### src/rtl/fifo_stream_reader.sv
// fifo_stream_reader
// Read-side consumer for the async FIFO. Pulls words through the FIFO read
// port into a 3-entry prefetch buffer and presents them as a valid/ready
// stream. rd_en depends only on registered occupancy and rd_empty, so there
// is no combinational path from out_ready back into the FIFO.
// Optional feature macro: FIFO_STREAM_READER_LAST_EN (burst-boundary out_last).

// Companion checker: occupancy and stream-stability properties.
module fifo_stream_reader_chk #(
  parameter int DATA_WIDTH = 32
) (
  input logic                  clk,
  input logic                  rst_n,
  input logic                  push,
  input logic                  pop,
  input logic [1:0]            count,
  input logic                  out_valid,
  input logic                  out_ready,
  input logic [DATA_WIDTH-1:0] out_data,
  input logic                  out_last
);

  // A push into a full buffer without a matching pop would overwrite data.
  a_no_overflow: assert property (@(posedge clk) disable iff (!rst_n)
    !(push && !pop && (count == 2'd3)));

  // A stalled beat must hold its payload until it is taken.
  a_stall_stable: assert property (@(posedge clk) disable iff (!rst_n)
    (out_valid && !out_ready) |=> (out_valid && $stable(out_data) && $stable(out_last)));

endmodule

module fifo_stream_reader #(
  parameter int DATA_WIDTH = 32,
  parameter int BURST_LEN  = 4,
  parameter int CNT_WIDTH  = 16
) (
  input  logic                  rd_clk,
  input  logic                  rd_rst_n,
  output logic                  rd_en,
  input  logic [DATA_WIDTH-1:0] rd_data,
  input  logic                  rd_empty,
  output logic                  out_valid,
  input  logic                  out_ready,
  output logic [DATA_WIDTH-1:0] out_data,
  output logic                  out_last,
  output logic [CNT_WIDTH-1:0]  out_count
);

  if (BURST_LEN < 32'sd1) begin : g_burst_len_check
    $error("fifo_stream_reader: BURST_LEN must be at least 1");
  end

  // Circular pointer advance over three slots: 0 -> 1 -> 2 -> 0.
  function automatic logic [1:0] ptr_inc(input logic [1:0] ptr);
    ptr_inc = (ptr == 2'd2) ? 2'd0 : (ptr + 2'd1);
  endfunction

  logic [DATA_WIDTH-1:0] buf_r [0:2];
  logic [1:0]            head_r;
  logic [1:0]            tail_r;
  logic [1:0]            count_r;
  logic [1:0]            count_next_s;
  logic                  inflight_r;
  logic [CNT_WIDTH-1:0]  xfer_cnt_r;
  logic                  push_s;
  logic                  pop_s;
  logic                  rd_accept_s;

  // Read request: space for one more word counting the one already in flight.
  // A pop in the same cycle is deliberately not credited.
  always_comb begin
    rd_en = 1'b0;
    if (rd_rst_n && !rd_empty && (({1'b0, count_r} + {2'b00, inflight_r}) < 3'd3)) begin
      rd_en = 1'b1;
    end else begin
      rd_en = 1'b0;
    end
  end

  // Handshake decode: read data lands one cycle after an accepted read.
  always_comb begin
    rd_accept_s = rd_en && !rd_empty;
    push_s      = inflight_r;
    pop_s       = out_valid && out_ready;
  end

  // Occupancy update: a simultaneous push and pop leaves the count unchanged.
  always_comb begin
    count_next_s = count_r;
    case ({push_s, pop_s})
      2'b10:   count_next_s = count_r + 2'd1;
      2'b01:   count_next_s = count_r - 2'd1;
      default: count_next_s = count_r;
    endcase
  end

  // Control state: pointers, occupancy, in-flight flag and transfer counter.
  always_ff @(posedge rd_clk or negedge rd_rst_n) begin
    if (!rd_rst_n) begin
      head_r     <= 2'd0;
      tail_r     <= 2'd0;
      count_r    <= 2'd0;
      inflight_r <= 1'b0;
      xfer_cnt_r <= '0;
    end else begin
      inflight_r <= rd_accept_s;
      count_r    <= count_next_s;
      if (push_s) begin
        tail_r <= ptr_inc(tail_r);
      end
      if (pop_s) begin
        head_r     <= ptr_inc(head_r);
        xfer_cnt_r <= xfer_cnt_r + CNT_WIDTH'(1);
      end
    end
  end

  // Buffer storage: capture the in-flight FIFO word at the tail slot.
  always_ff @(posedge rd_clk or negedge rd_rst_n) begin
    if (!rd_rst_n) begin
      for (int i = 0; i < 3; i++) begin
        buf_r[i] <= '0;
      end
    end else if (push_s) begin
      buf_r[tail_r] <= rd_data;
    end
  end

  // Stream outputs driven straight from registered buffer state.
  always_comb begin
    out_valid = (count_r != 2'd0);
    out_data  = buf_r[head_r];
    out_count = xfer_cnt_r;
  end

`ifdef FIFO_STREAM_READER_LAST_EN
  localparam int BEAT_W = (BURST_LEN > 1) ? $clog2(BURST_LEN) : 1;
  localparam logic [BEAT_W-1:0] BEAT_MAX = BEAT_W'(BURST_LEN - 1);

  logic [BEAT_W-1:0] beat_r;

  // Beat position within the current burst; advances once per transfer.
  always_ff @(posedge rd_clk or negedge rd_rst_n) begin
    if (!rd_rst_n) begin
      beat_r <= '0;
    end else if (pop_s) begin
      if (beat_r == BEAT_MAX) begin
        beat_r <= '0;
      end else begin
        beat_r <= beat_r + BEAT_W'(1);
      end
    end
  end

  // Last-beat flag follows the head beat, so it is stable while stalled.
  always_comb begin
    out_last = 1'b0;
    if (out_valid && (beat_r == BEAT_MAX)) begin
      out_last = 1'b1;
    end else begin
      out_last = 1'b0;
    end
  end
`else
  // Burst tracking not built: no beat is ever marked last.
  always_comb begin
    out_last = 1'b0;
  end
`endif

  fifo_stream_reader_chk #(
    .DATA_WIDTH(DATA_WIDTH)
  ) u_chk (
    .clk       (rd_clk),
    .rst_n     (rd_rst_n),
    .push      (push_s),
    .pop       (pop_s),
    .count     (count_r),
    .out_valid (out_valid),
    .out_ready (out_ready),
    .out_data  (out_data),
    .out_last  (out_last)
  );

endmodule

### config.mk
export PLATFORM = sky130hd
export DESIGN_NAME = fifo_stream_reader
export DESIGN_NICKNAME = d
export VERILOG_FILES = /design/src/rtl/fifo_stream_reader.sv
export SDC_FILE = /design/constraint.sdc
export NUM_CORES = 1
export LEC_CHECK = 0
export CAP_MARGIN = 20
export CORE_UTILIZATION = 40
export DETAILED_ROUTE_END_ITERATION = 8
export PLACE_DENSITY_LB_ADDON = 0.3
export SYNTH_ARGS = -nofsm -noshare
export SYNTH_HDL_FRONTEND = slang
export SYNTH_SLANG_ARGS = --single-unit
### constraint.sdc
create_clock -name rd_clk -period 2.1 [get_ports rd_clk]
set_clock_uncertainty 0.05 [all_clocks]
set_input_delay 0.315 -clock rd_clk [delete_from_list [all_inputs] [get_ports rd_clk]]
set_output_delay 0.315 -clock rd_clk [all_outputs]
set_load 0.01 [all_outputs]
# Word-level counts from Yosys, hierarchy flattened
# Cells that the tools add are included.
op_classes:
  n_reduce_logical: 8
  add_sub_neg: 6
  n_mux: 10
  eq_ne: 4
  magnitude_cmp: 4
  bitwise_logic: 2
op_table:
  columns: ["cell", "n"]
  rows:
  - ["bitwise mux 96 bit", 1]
  - ["two-way mux 32 bit", 3]
  - ["binary-select mux 32 bit (select 2 bit)", 1]
  - ["demux 32 bit (select 2 bit)", 1]
  - ["adder 16 x 1 -> 16 bit, second input constant", 1]
  - ["adder 2 x 1 -> 2 bit, second input constant", 3]
  - ["equality test 2 bit, second input constant", 3]
  - ["greater-or-equal comparator 3 bit, second input constant", 2]
  - ["inverter 2 -> 3 bit", 2]
  - ["logical AND 1 bit", 5]
  - ["two-way mux 2 bit", 2]
  - ["one-hot mux 2 bit (2 select lines)", 1]
  - ["nonzero test 2 bit", 2]
  - ["adder 2 x 1 -> 3 bit", 1]
  - ["less-than comparator 3 x 1 -> 1 bit, second input constant", 1]
  - ["less-than comparator 3 x 2 -> 1 bit, second input constant", 1]
  - ["equality test 2 x 1 -> 1 bit, second input constant", 1]
  - ["subtractor 2 x 1 -> 2 bit, second input constant", 1]
  - ["zero test 1 bit", 1]
  - ["two-way mux 1 bit", 1]
word_totals:
  ff_bits: 119

# Longest topological paths before layout
# Gate-level depths: netlist of the first run.
logic_depth:
  word_depth: 6
  depth_mapped: 7

# Worst setup path after synthesis of the first run
# Ideal clock, no wire load.
synth_timing:
  kind: "reg2out"
  start: "register inflight_r"
  end: "output port rd_en"
  path_buffers: 0
  t_required_ns: 1.735
  path_stages_with_launch: 4
  arrival_time_ns: 1.550
  slack_ns: 0.185
  cell_sequence: "dfrtp_1 > ha_1 > ha_1 > a2111oi_0"
synth_between:
  elab_chain_len: 4
synth_rtl:
  columns: ["item", "line_no", "text"]
  rows:
  - ["start: declaration", "64", "logic inflight_r;"]
  - ["start signal: assignment", "107", "inflight_r <= rd_accept_s;"]
  - ["adder 2 x 1 -> 3 bit", "74", "if (rd_rst_n && !rd_empty && (({1'b0, count_r} + {2'b00, inflight_r}) < 3'd3)) begin"]
  - ["less-than comparator 3 x 2 -> 1 bit", "74", null]
  - ["logical AND 1 bit", "74", null]
  - ["two-way mux 1 bit", "74", null]
  - ["end: declaration", "40", "output logic rd_en,"]
# Every way passes these cells.

# Worst setup path in the final report of the first run
layout_timing:
  start: "register count_r[0]"
  end: "output port rd_en"
layout_between:
  elab_chain_len: 4
layout_rtl:
  columns: ["item", "line_no", "text"]
  rows:
  - ["start: declaration", "62", "logic [1:0] count_r;"]
  - ["start signal: assignment", "108", "count_r <= count_next_s;"]
  - ["adder 2 x 1 -> 3 bit", "74", null]
  - ["less-than comparator 3 x 2 -> 1 bit", "74", null]
  - ["logical AND 1 bit", "74", null]
  - ["two-way mux 1 bit", "74", null]
# Every way passes these cells.

==> impl_metrics.py, run 1 <==
metrics = {
    "pwr": {
        "p_sw_mw": 3.76,
        "switching_share_pct": 31.3,
        "p_seq_share_pct": 33.5,
        "max-vdd-ir-drop_uv": 900,
        "p_leak_nw": 3.21,
        "p_comb_share_pct": 39.2,
        "internal_power_mw": 8.23,
        "power-per-cell-area_nw_per_um2": 1670,
        "pwr-share-clk_pct": 27.3,
        "p_total_mw": 12.0,
    },
    "global_route": {
        "grtUsageMet2_pct": 30.4,
        "grt_start_max_net_pins": 120,
        "grt_pass1_vias": 3732,
        "overflow": 0,
        "top_usage_layer": "met2",
        "grt_usage_pct": 18.4,
        "antenna_found_initial": 0,
        "grt_pass1_wl_mm": 19.7,
        "met1_usage_pct": 22.8,
        "use_met3_pct": 5.67,
    },
    "timing": {
        "slew_headroom_pct": 53.2,
        "grt_setup_unrepaired": "yes",
        "hold_viol_final": 39,
        "fmax_mhz": 473,
        "fin_crit_sh_pct": 101,
        "fin_ws_ns": -0.0131,
        "min_period_ns": 2.11,
        "whs_ns": -0.0832,
        "tightestPinTransition_ns": 0.703,
        "slew_viol_final": 0,
        "setup_viol": 1,
    },
    "placed_design": {
        "globalplace.congestion": 0.733,
        "dpl.hpwl_mm": 7.34,
        "place_inst": 659,
        "placed_area_um2": 6540,
        "place_ws_ns": -0.154,
        "numPortBuffers": 85,
    },
    "clock_network": {
        "cts_tree": "yes",
        "cts_buffer_depth": 2,
        "cts_buffers": 17,
        "clk_pin_slew_ns": 0.06,
        "cts-root-buf": "clkbuf_16",
        "hold_buffers": 0,
        "h-tree-depth": 4,
        "clock_latency_ns": 0.41,
        "cts_sinks": 119,
    },
    "synth": {
        "ys_seq_elements": 119,
        "yosysSeqAreaShare_pct": 55.5,
        "synth_edf_count": 0,
        "yosys_warnings": 0,
        "synth_top_area_share_pct": 55.5,
        "synth_fp_nets": 445,
        "yosys.cell_types.count": 31,
        "synth_top_cell_by_area": "dfrtp_1",
        "synth_flop_cell": "dfrtp_1",
        "synth_area_leaders": "dfrtp_1 (55%), mux2_2 (14%), mux2_4 (8.4%), mux2i_1 (6.0%), nand2_1 (3.1%)",
        "netlist_instances": 405,
        "synth_area_um2": 5370,
        "synth-async-reset-ratio_pct": 100,
        "avgSynthCellArea_um2": 13.3,
    },
    "cells_and_area": {
        "fillCellCount": 1107,
        "multi_input_area_um2": 2300,
        "design_area_um2": 7200,
        "num-nets-final": 553,
        "synthToLayoutAreaGrowth_pct": 34.1,
        "diodes": 0,
        "finalNonFillerCells": 698,
        "drive_above_1_share_pct": 37.6,
        "register_area_um2": 2980,
    },
    "worst_hold_path": {
        "hold_path.class": "in -> async",
    },
    "detailed_routing": {
        "routedWlPerCell_um": 17.2,
        "drc_errors": 0,
        "routed_via_density": 5.02,
        "drt-total-wl_mm": 12.0,
        "first_iter_violations": 178,
        "vias": 3504,
        "ant_nets": 0,
        "first_pass_iters": 4,
    },
    "critical_path": {
        "required_ns": 1.74,
        "startpoint_type": "flip-flop",
        "crit_fanout": 2,
        "critPathKind": "reg -> out",
        "worst_setup_path_end_kind": "output port",
        "cp.arrival_ns": 1.75,
        "r2r_slack_ns": 0.24,
    },
    "outcome": {
        "violations": "hold timing, setup timing",
        "status": "finished with violations",
    },
    "die": {
        "initial_core_util_pct": 41.8,
        "die_w_um": 118,
        "rows": 41,
        "io_pins": 87,
        "core-area_um2": 12800,
        "die_area_um2": 13900,
        "die_h_um": 118,
    },
    "run": {
        "maxCapViolCount": 0,
    },
}
[layout by cell type, fill, tap and decap left out, types with 6 or more instances in the layout]
cell / Yosys / routed
buf_12: 0 / 6
buf_2: 12 / 19
buf_4: 1 / 20
clkbuf_16: 0 / 17
clkbuf_2: 0 / 10
clkdlybuf4s50_1: 0 / 50
dfrtp_1: 119 / 118
mux2_2: 66 / 66
mux2_4: 30 / 30
mux2i_1: 32 / 32
nand2_1: 45 / 45
o21ai_0: 33 / 25
o21ai_1: 1 / 8
xnor2_1: 15 / 15
[cells in the mapped netlist (5+ instances only)]
library cell / instances
nand2_1: 45
clkbuf_1: 7
nand3_1: 5
dfrtp_1: 119
xnor2_1: 15
mux2i_1: 32
buf_2: 12
nand4_1: 5
o21ai_0: 33
mux2_4: 30
mux2_2: 66
[metal layers]
layer | vias up | wire (µm)
met5 | - | 0
met3 | 14 | 557
met1 | 1785 | 5460
li1 | 1632 | -
met2 | 73 | 5840
met4 | 0 | 157
[stage by stage]
step	utilization, %	setup TNS, ns
after floorplan	-	0
after global placement	51.0	-0.188
after detailed placement	51.0	-0.154
after CTS	56.0	-0.274
after global routing	56.1	-0.228
final	56.1	-0.0131
[logic make-up after synthesis]
family / share of synthesized area (%)
buf+inv: 2.66
xor+xnor: 2.94
fa+ha+maj: 0.933
other cells: 0.0699
flops: 55.5
mux: 28.2
compound gates: 3.99
simple gates: 5.71
[path summary, 6_finish.rpt]
kind                            cells past startpoint    endpoint  startpoint
worst min register to register                      1   buf_r[56]   buf_r[56]
worst min-delay path                                2    buf_r[6]    rd_rst_n
min in group rd_clk                                 3  inflight_r    rd_rst_n
worst max-delay path                                4       rd_en  count_r[0]
worst max register to register                      5    buf_r[3]  inflight_r
max in group asynchronous                           2   buf_r[45]    rd_rst_n
[cell type report]
| class | count | area share, % |
|---|---|---|
| Tap cell | 172 | 2.99 |
| Sequential cell | 119 | 41.4 |
| Clock inverter | 11 | 2.69 |
| Clock buffer | 21 | 6.68 |
| Inverter | 4 | 0.209 |
| Multi-Input combinational cell | 259 | 32.0 |
| Timing Repair Buffer | 112 | 14.0 |
[repair_timing]
action                                  in CTS  in global routing
pin swaps                                    1                  1
endpoints found under the setup margin      34                 19
setup buffers                                2                  4
resized for setup                          111                 27
cloned                                       1                  0
[sequential cells by signal, indices dropped and copies added (netlist names)]
register    count
out_count      16
buf_r          96
tail_r          2
head_r          2
count_r         2
inflight_r      1
[power by group through the flow]
stage | clock network (mW) | logic (mW) | registers [mW]
floorplan | 0 | 2.82 | 3.87
global placement | 0 | 4.85 | 3.97
finish | 3.27 | 4.70 | 4.02
detailed placement | 0 | 4.95 | 4.03
global route | 3.43 | 5.09 | 4.17
CTS | 3.32 | 4.70 | 4.02
[worst max-delay path, stage by stage (launching register included)]
cell       delay (ns)
dfrtp_1          0.40
ha_2             0.21
ha_4             0.22
a2111oi_4        0.32
buf_2            0.18
Power figures use the tool's default switching activity.
==> run 2: changes to the inputs <==
Settings changed: CORE_MARGIN set to 5, CTS_BUF_LIST set to sky130_fd_sc_hd__clkbuf_2 sky130_fd_sc_hd__clkbuf_4 sky130_fd_sc_hd__clkbuf_8.
==> run 2 against run 1 <==
  * Power decreased by 11%
  * Combinational power increased by 3%
  * Global-route usage decreased by 2.6 points
  * Count of clock-buffer cells in the layout increased by 4
  * Clock power decreased by 45%
  * Largest power group unchanged
  * Critical path depth unchanged
  * The run ends with hold timing left
  * Cell count increased by 0.72%
  * Register-to-register slack improved by 0.03 ns
==> impl_metrics.py, run 2 (synthesis results as in run 1) <==
metrics = {
    "outcome": {
        "status": "finished with violations",
        "violations": "hold timing",
    },
    "detailed_routing": {
        "drt-total-wl_mm": 11.9,
        "drc_errors": 0,
        "vias": 3514,
        "ant_nets": 0,
        "routedWlPerCell_um": 16.9,
        "routed_via_density": 5.00,
        "first_pass_iters": 4,
        "first_iter_violations": 193,
    },
    "pwr": {
        "p_total_mw": 10.7,
        "p_leak_nw": 3.12,
        "max-vdd-ir-drop_uv": 720,
        "power-per-cell-area_nw_per_um2": 1540,
    },
    "timing": {
        "slew_viol_final": 0,
        "slew_headroom_pct": 56.9,
        "fmax_mhz": 480,
        "min_period_ns": 2.08,
        "fin_ws_ns": 0.0166,
        "grt_setup_unrepaired": "yes",
        "tightestPinTransition_ns": 0.646,
        "fin_crit_sh_pct": 99.2,
        "whs_ns": -0.0250,
        "hold_viol_final": 8,
        "setup_viol": 0,
    },
    "cells_and_area": {
        "fillCellCount": 1151,
        "diodes": 0,
        "regMostFlops": "buf_r",
        "final_common_cell": "dfrtp_1",
        "final_core_util_pct": 52.6,
        "num-nets-final": 557,
        "largest_reg_flops": 96,
        "final_cell_mix": "dfrtp_1 (118), mux2_2 (66), clkdlybuf4s50_1 (50), nand2_1 (40), mux2i_1 (32)",
        "design_area_um2": 6930,
        "register_area_um2": 2980,
        "drive_above_1_share_pct": 40.0,
        "multi_input_area_um2": 2340,
        "synthToLayoutAreaGrowth_pct": 29.2,
    },
    "global_route": {
        "grt_pass1_wl_mm": 19.6,
        "antenna_found_initial": 0,
        "overflow": 0,
        "grt_usage_pct": 15.8,
        "grt_start_max_net_pins": 120,
        "grt_pass1_vias": 3757,
    },
    "worst_hold_path": {
        "hold_path.class": "in -> async",
    },
    "die": {
        "die_area_um2": 15800,
        "io_pins": 87,
        "die_w_um": 126,
        "die_h_um": 126,
        "rows": 42,
        "initial_core_util_pct": 40.7,
        "core-area_um2": 13200,
    },
    "clock_network": {
        "cts_sinks": 119,
        "h-tree-depth": 4,
        "cts_buffer_depth": 2,
        "cts_buffers": 17,
        "cts-root-buf": "clkbuf_8",
        "cts_tree": "yes",
        "hold_buffers": 0,
        "clk_pin_slew_ns": 0.06,
        "clock_latency_ns": 0.44,
    },
    "placed_design": {
        "place_ws_ns": -0.133,
        "numPortBuffers": 85,
        "placed_area_um2": 6520,
        "globalplace.congestion": 0.729,
        "dpl.hpwl_mm": 7.54,
    },
    "critical_path": {
        "worst_setup_path_end_kind": "output port",
        "r2r-end": "buf_r[10]",
        "cp.arrival_ns": 1.72,
        "startpoint": "inflight_r",
        "r2r_slack_ns": 0.27,
        "required_ns": 1.74,
        "crit_fanout": 2,
        "startpoint_type": "flip-flop",
        "reg2reg_depth": 5,
        "critPathKind": "reg -> out",
        "rr_startpoint": "inflight_r",
    },
    "run": {
        "maxCapViolCount": 0,
    },
}
run 2: worst max-delay path: stages (launching register included):
cell       delay [ns]
dfrtp_1          0.39
ha_2             0.20
ha_4             0.25
a2111oi_4        0.26
buf_2            0.18
run 2: stage by stage:
stage / instances / TNS [ns]
2_1_floorplan: 405 / 0
3_3_place_gp: 662 / -0.175
3_5_place_dp: 662 / -0.133
4_1_cts: 695 / -0.108
5_1_grt: 703 / -0.375
6_report: 703 / 0
run 2: final cells by class:
type,instances,area share (%)
sequential,119,43.0
multi-input combinational,259,33.8
timing repair buffer,116,14.8
clock buffer,25,4.69
tap,176,3.18
clock inverter,4,0.289
inverter,4,0.217
run 2: metal layers:
metal / vias up / share of wire (%) / GRT usage (%)
met5: - / 0 / 0
met4: 0 / 0.95 / 5.30
met3: 8 / 6.2 / 6.18
met2: 91 / 47 / 24.4
met1: 1777 / 46 / 20.4
li1: 1638 / - / -
run 2: power by group:
group          internal, mW  switching (mW)
Sequential             3.37           0.635
Combinational          2.70            2.15
Clock                 0.984           0.828
Total                  7.06            3.62
run 2: worst max path at each step:
| stage | end | cells after the start |
|---|---|---|
| after floorplan | rd_en | 3 |
| after global placement | rd_en | 4 |
| after detailed placement | rd_en | 4 |
| after CTS | rd_en | 4 |
| after global routing | rd_en | 4 |
| final | rd_en | 4 |
run 2: repair_timing:
item	in CTS	in global routing
setup buffers	3	8
pin swaps	0	5
gates resized for setup	103	67
cloned	1	1
hold endpoints to repair	0	0
setup endpoints to repair	34	30
